[src/rtl/stack_drain_ctrl.sv]
// rtl/stack_drain_ctrl.sv - Stack LIFO read-side burst drain controller
// Pops up to burst_len words, one outstanding at a time, onto a valid/ready stream.
module stack_drain_ctrl #(
    parameter int BANDWIDTH = 4,
    parameter int DEPTH     = 8,
    parameter int CNT_W     = $clog2(DEPTH + 1) + 1
) (
    input  logic                 clk,
    input  logic                 rstn,
    input  logic                 start,
    input  logic [CNT_W-1:0]     burst_len,
    input  logic                 abort,
    input  logic                 stk_empty,
    input  logic [BANDWIDTH-1:0] stk_data,
    output logic                 stk_pop,
    output logic [BANDWIDTH-1:0] out_data,
    output logic                 out_valid,
    input  logic                 out_ready,
    output logic                 busy,
    output logic                 done,
    output logic [CNT_W-1:0]     popped_cnt,
    output logic                 underflow
);

    typedef enum logic [2:0] {
        IDLE    = 3'd0,
        ISSUE   = 3'd1,
        WAIT_S  = 3'd2,
        PRESENT = 3'd3,
        DONE_S  = 3'd4
    } state_t;

    state_t           state;
    logic [CNT_W-1:0] len;
    logic             abort_pend;
    logic [CNT_W-1:0] cnt_next;

    assign cnt_next = popped_cnt + CNT_W'(1);

    // Pop is decoded from state so the strobe lands in the ISSUE cycle itself,
    // giving the ISSUE/WAIT/PRESENT three-cycle word rate; async reset kills it at once.
    assign stk_pop = (state == ISSUE) && !abort && !abort_pend && !stk_empty;

    always_ff @(posedge clk or posedge rstn) begin
        if (rstn) begin
            state      <= IDLE;
            len        <= '0;
            abort_pend <= 1'b0;
            out_data   <= '0;
            out_valid  <= 1'b0;
            busy       <= 1'b0;
            done       <= 1'b0;
            popped_cnt <= '0;
            underflow  <= 1'b0;
        end else begin
            done <= 1'b0;
            case (state)
                IDLE: begin
                    if (start) begin
                        busy       <= 1'b1;
                        popped_cnt <= '0;
                        underflow  <= 1'b0;
                        if (burst_len != '0) begin
                            len   <= burst_len;
                            state <= ISSUE;
                        end else begin
                            done  <= 1'b1;
                            state <= DONE_S;
                        end
                    end
                end
                ISSUE: begin
                    if (abort || abort_pend) begin
                        done  <= 1'b1;
                        state <= DONE_S;
                    end else if (stk_empty) begin
                        underflow <= 1'b1;
                        done      <= 1'b1;
                        state     <= DONE_S;
                    end else begin
                        state <= WAIT_S;
                    end
                end
                WAIT_S: begin
                    out_data  <= stk_data;
                    out_valid <= 1'b1;
                    if (abort) abort_pend <= 1'b1;
                    state <= PRESENT;
                end
                PRESENT: begin
                    // The word in flight is always delivered; abort only stops further pops.
                    if (out_ready) begin
                        out_valid  <= 1'b0;
                        popped_cnt <= cnt_next;
                        if ((cnt_next == len) || abort_pend || abort) begin
                            done  <= 1'b1;
                            state <= DONE_S;
                        end else begin
                            state <= ISSUE;
                        end
                    end else if (abort) begin
                        abort_pend <= 1'b1;
                    end
                end
                DONE_S: begin
                    busy       <= 1'b0;
                    abort_pend <= 1'b0;
                    state      <= IDLE;
                end
                default: state <= IDLE;
            endcase
        end
    end

endmodule

[config.mk]
export PLATFORM = sky130hd
export DESIGN_NAME = stack_drain_ctrl
export DESIGN_NICKNAME = d
export VERILOG_FILES = /design/src/rtl/stack_drain_ctrl.sv
export SDC_FILE = /design/constraint.sdc
export NUM_CORES = 1
export LEC_CHECK = 0
export CORE_ASPECT_RATIO = 0.7
export CORE_MARGIN = 8
export CORE_UTILIZATION = 50
export CTS_CLUSTER_DIAMETER = 40
export CTS_CLUSTER_SIZE = 24
export DETAILED_ROUTE_END_ITERATION = 10
export GPL_TIMING_DRIVEN = 0
export MAX_ROUTING_LAYER = met4
export PLACE_DENSITY = 0.79
export SYNTH_ARGS = -nofsm -noshare
export SYNTH_HDL_FRONTEND = slang
export SYNTH_SLANG_ARGS = --single-unit
[constraint.sdc]
create_clock -name clk -period 2.4 [get_ports clk]
set_input_delay 0.48 -clock clk [delete_from_list [all_inputs] [get_ports clk]]
set_output_delay 0.48 -clock clk [all_outputs]
set_load 0.05 [all_outputs]
## After elaboration in Yosys (flattened, before gate mapping)

Index checks and enable logic that the tools add are counted.

| word-level totals | value |
|---|---|
| register bits | 22 |
| latch bits | 0 |
| memory bits (writable) | 0 |
| ROM bits | 0 |
| input bits | 15 |
| output and inout bits | 14 |
| logic and storage cells | 71 |
| memories kept | 0 |

| cells by class | value |
|---|---|
| add/subtract/negate cells | 1 |
| multipliers | 0 |
| divide/modulo/power cells | 0 |
| magnitude comparators | 0 |
| eq/ne operators | 10 |
| shifts and indexed selects | 0 |
| mux-type cells | 28 |
| bitwise logic cells | 0 |
| reductions and logical operators | 23 |

Operators with widths:

| operator | count |
|---|---|
| 2-to-1 mux 3 bit | 6 |
| 2-to-1 mux 1 bit | 13 |
| case mux 3 bit (4 select lines) | 1 |
| 2-to-1 mux 5 bit | 2 |
| != test 2 bit, second input constant | 5 |
| case mux 5 bit (2 select lines) | 1 |
| AND reduction 2 bit | 4 |
| nonzero test 2 bit | 4 |
| equality test 3 x 2 -> 1 bit, second input constant | 2 |
| case mux 1 bit (2 select lines) | 3 |
| case mux 1 bit (3 select lines) | 2 |
| AND reduction 3 bit | 2 |
| adder 5 x 1 -> 5 bit, second input constant | 1 |
| equality test 5 bit | 1 |
| nonzero test 5 bit | 1 |
| AND reduction 4 bit | 1 |
| equality test 3 x 1 -> 1 bit, second input constant | 1 |
| equality test 3 bit, second input constant | 1 |
| logical AND 1 bit | 3 |
| logical NOT 1 bit | 3 |
| logical NOT 3 bit | 1 |
| logical OR 1 bit | 3 |
| nonzero test 3 bit | 1 |

## Longest topological paths before layout

| depth | value |
|---|---|
| depth in word-level cells | 7 |
| mapped depth | 6 |
| depth with buffers taken out | 6 |

## Worst setup path before layout

No wires, ideal clock.

| timing | value |
|---|---|
| path type | register -> register |
| start | register popped_cnt[0] |
| end | register done |
| setup time | 133 ps |
| arrival | 1820 ps |
| required time | 2267 ps |
| slack | 446 ps |
| stages on the path, launching flop included | 7 |
| buffers on the path | 0 |
| period minus slack after synthesis | 1954 ps |
| cell sequence | dfrtp_1 > ha_1 > xnor3_1 > nand3_2 > nor3_2 > o311ai_2 > a21oi_1 |

| between the ends | value |
|---|---|
| word-level cells in the longest chain between the ends | 7 |

Ends and longest elaborated chain:

| what | line | source |
|---|---|---|
| from (decl) | 21 | `output logic [CNT_W-1:0] popped_cnt,` |
| from (signal assigned) | 94 | `popped_cnt <= cnt_next;` |
| adder 5 x 1 -> 5 bit | 38 | `assign cnt_next = popped_cnt + CNT_W'(1);` |
| equality test 5 bit | 95 | `if ((cnt_next == len) \|\| abort_pend \|\| abort) begin` |
| logical OR 1 bit (2 in a row) | 95 |  |
| 2-to-1 mux 1 bit | 95 |  |
| 2-to-1 mux 1 bit | 92 | `if (out_ready) begin` |
| case mux 1 bit (3 select lines) | 57 | `case (state)` |
| to (signal assigned) | 56 | `done <= 1'b0;` |
| to (signal assigned) | 67 | `done <= 1'b1;` |
| to (signal assigned) | 96 | `done <= 1'b1;` |
| to (decl) | 20 | `output logic done,` |

Every way passes these cells.
A chain may end at the register's enable or synchronous reset.

## Worst setup path after layout

| timing | value |
|---|---|
| start | input abort |
| end | output stk_pop |

| between the ends | value |
|---|---|
| word-level cells in the longest chain between the ends | 4 |

Ends and longest elaborated chain:

| what | line | source |
|---|---|---|
| from (decl) | 12 | `input logic abort,` |
| logical NOT 1 bit | 42 | `assign stk_pop = (state == ISSUE) && !abort && !abort_pend && !stk_empty;` |
| logical AND 1 bit (3 in a row) | 42 |  |
| to (decl) | 15 | `output logic stk_pop,` |

Every way passes these cells.

==> results.yml <==
timing:
  skew_ns: 0.000666
  setup_viol: 0
  finalWorstSetupSlack_ns: 0.160
  rsz0062_at_grt: "false"
  final.setup.tns_ns: 0
  fmax_ghz: 0.446
  hold_viol_final: 0
  worst_pin_slew_ns: 0.816
  slew_headroom: 0.455
  period_share: 0.933
  slew_violations: 0
  fin_crit_ns: 2.24
clocking:
  cts_resized: 4
  clock_latency_ns: 0.31
  cts_sinks: 22
  cts_setup_buffers: 0
  cts_tree: "built"
  h-tree-depth: 1
  clk_pin_slew_ns: 0.11
  cts-buffers-inserted: 3
  clock_path_buffers: 2
  cts_root_buf: "clkbuf_4"
  holdBufCountCts: 0
placed_design:
  pre_cts_ws_ns: -0.522
  detailed_place_hpwl_um: 1990
  place_area_mm2: 0.00143
  gp_congestion: 0.862
  port_buffers: 28
  dpl.cell_count: 163
setup_path:
  crit_type: "input port to output port"
  crit_required_ns: 1.92
  crit_path_start_kind: "input port"
  arrival_ns: 1.76
  cp_max_fo: 4
  end_kind: "output port"
logic_synthesis:
  ys.warnings.count: 0
  netlist_area_mm2: 0.00111
  avgSynthCellArea_um2: 10.8
  synth_cells: 103
  synthDistinctLibCells: 30
  yosys_register_bits: 22
  ys_seq_area_frac: 0.497
  syn_nets: 119
drt:
  viasPerCell: 5.49
  wl_per_cell_um: 15.0
  route.detailed.drc: 0
  vias: 912
  drt_iter0_drc: 66
  totalWireLength_um: 2480
  first_pass_iters: 4
  antenna_left: 0
die:
  num_rows: 14
  dieArea_mm2: 0.00400
  chipWidth_um: 72.3
  dieHeight_um: 55.4
  core-area_mm2: 0.00212
  start_util: 0.523
  num_io_pins: 29
power_and_ir_drop:
  p_seq_frac: 0.355
  p_sw_uw: 782
  p_int_uw: 973
  p_comb_frac: 0.552
  p_clk_frac: 0.093
  vdd_drop_max_v: 0.000681
  netSwitchingFraction: 0.446
  power_density_mw_per_mm2: 1200
  leakagePower_uw: 0.000620
finish:
  area.growth.synth_to_final_pct: 31.8
  fillers: 171
  nets: 152
  design_area_mm2: 0.00146
  n_antenna_cell: 0
  drive_gt1_frac: 0.157
  stdcell_count: 166
global_route:
  grt_max_degree: 23
  grt_usage: 0.135
  grt_pass1_vias: 848
  grt_pass1_wl_um: 4170
  grt.overflow.total: 0
  antenna_found_initial: 0
worst_hold_path:
  hp-class: "flop to flop"
run:
  max_cap_viol_count: 0
run_status:
  status: "finished clean"
power by group through the flow:
stage	combinational [µW]	sequential [µW]	clock (µW)
after floorplan	452	856	0
after global placement	948	615	0
after detailed placement	968	626	0
after CTS	972	618	171
after global routing	1040	640	184
final	968	623	164
cells in the final DEF, fill, tap and decap left out:
cell type	n
a21o_1	1
a21oi_1	7
a22o_1	1
a31oi_1	3
a32oi_1	1
and2_1	3
and2b_1	1
and3_1	1
buf_2	2
buf_4	1
buf_6	2
clkbuf_4	3
clkdlybuf4s50_1	27
dfrtp_1	22
ha_1	1
inv_1	3
mux2_2	9
nand2_1	7
nand2b_1	1
nand3_1	3
nand3_2	1
nor2_1	9
nor3_1	1
nor3_2	1
nor4b_4	1
o21ai_0	10
o311ai_2	1
o31ai_1	3
or4_1	1
xnor2_1	3
xnor3_1	1
xor2_1	3
worst max-delay path, stage by stage:
cell             delay [ns]
clkdlybuf4s50_1        0.53
nor4b_4                0.34
and2_1                 0.16
buf_2                  0.26
cells in the mapped netlist:
master	number	area, µm²
buf_6	2	22.5
and2b_1	1	7.51
buf_4	1	7.51
mux2_2	9	101
and3_1	1	6.26
inv_1	3	11.3
a21o_1	1	7.51
xor2_1	3	26.3
ha_1	1	12.5
nor2_1	9	33.8
nand3_1	3	15.0
a21oi_1	7	35.0
nand2b_1	1	6.26
nand3_2	1	10.0
nand2_1	7	26.3
dfrtp_1	22	551
o311ai_2	1	16.3
o31ai_1	3	22.5
o21ai_0	10	50.1
or4_1	1	7.51
nor4b_1	1	8.76
nor3_2	1	10.0
a22o_1	1	8.76
xnor2_1	3	26.3
and2_1	3	18.8
xnor3_1	1	22.5
buf_2	1	5.00
nor3_1	1	5.00
a32oi_1	1	8.76
a31oi_1	3	18.8
cells by family after synthesis:
family	after synthesis	share of synthesized area
XOR/XNOR	7	0.0677
flip-flops	22	0.497
AO/OA/AOI/OAI	27	0.151
adder cells (fa/ha/maj)	1	0.0113
buffers and inverters	7	0.0418
AND/OR/NAND/NOR	30	0.140
multiplexers	9	0.0914
routing by layer:
metal  vias to the layer above  routed length [µm]  track usage
met5                         -                   0            -
met4                         0                  59       0.0522
met3                         7                 112       0.0468
met2                        23                1100        0.189
met1                       455                1210        0.173
li1                        427                   -            -
per-stage QoR:
stage	total power, µW	hold slack [ns]	utilization
after floorplan	1310	0.469	-
after global placement	1560	0.490	0.674
after detailed placement	1590	0.501	0.674
after CTS	1760	0.526	0.688
after global routing	1860	0.539	0.689
final	1760	0.519	0.689
worst paths after layout:
kind	from	to	slack (ns)	cells after the start
hold / removal	out_data[0]$_DFFE_PP0P_	out_data[0]$_DFFE_PP0P_	0.52	1
setup reg to reg	popped_cnt[0]$_DFFE_PP0P_	state[2]$_DFFE_PP0P_	0.63	6
max in group asynchronous	rstn	popped_cnt[1]$_DFFE_PP0P_	1.28	2
hold reg to reg	out_data[0]$_DFFE_PP0P_	out_data[0]$_DFFE_PP0P_	0.52	1
min in group asynchronous	rstn	len[1]$_DFFE_PP0P_	0.61	2
setup / recovery	abort	stk_pop	0.16	4
layout make-up:
type / count / area [µm²] / area share
inverters: 3 / 11.3 / 0.00771
repair buffers: 28 / 275 / 0.188
clock buffers: 3 / 22.5 / 0.0154
flip-flops and latches: 22 / 551 / 0.377
multi-input cells: 74 / 527 / 0.360
well taps: 32 / 40.0 / 0.0274
plain buffers: 4 / 35.0 / 0.0240
sequential cells by signal, summed over array words and instances, names as in the netlist:
register and count:
len 5, popped_cnt 5, out_data 4, state 3, abort_pend 1, busy 1, done 1, out_valid 1
underflow 1
Note: power is estimated with default switching activity, not from simulation.
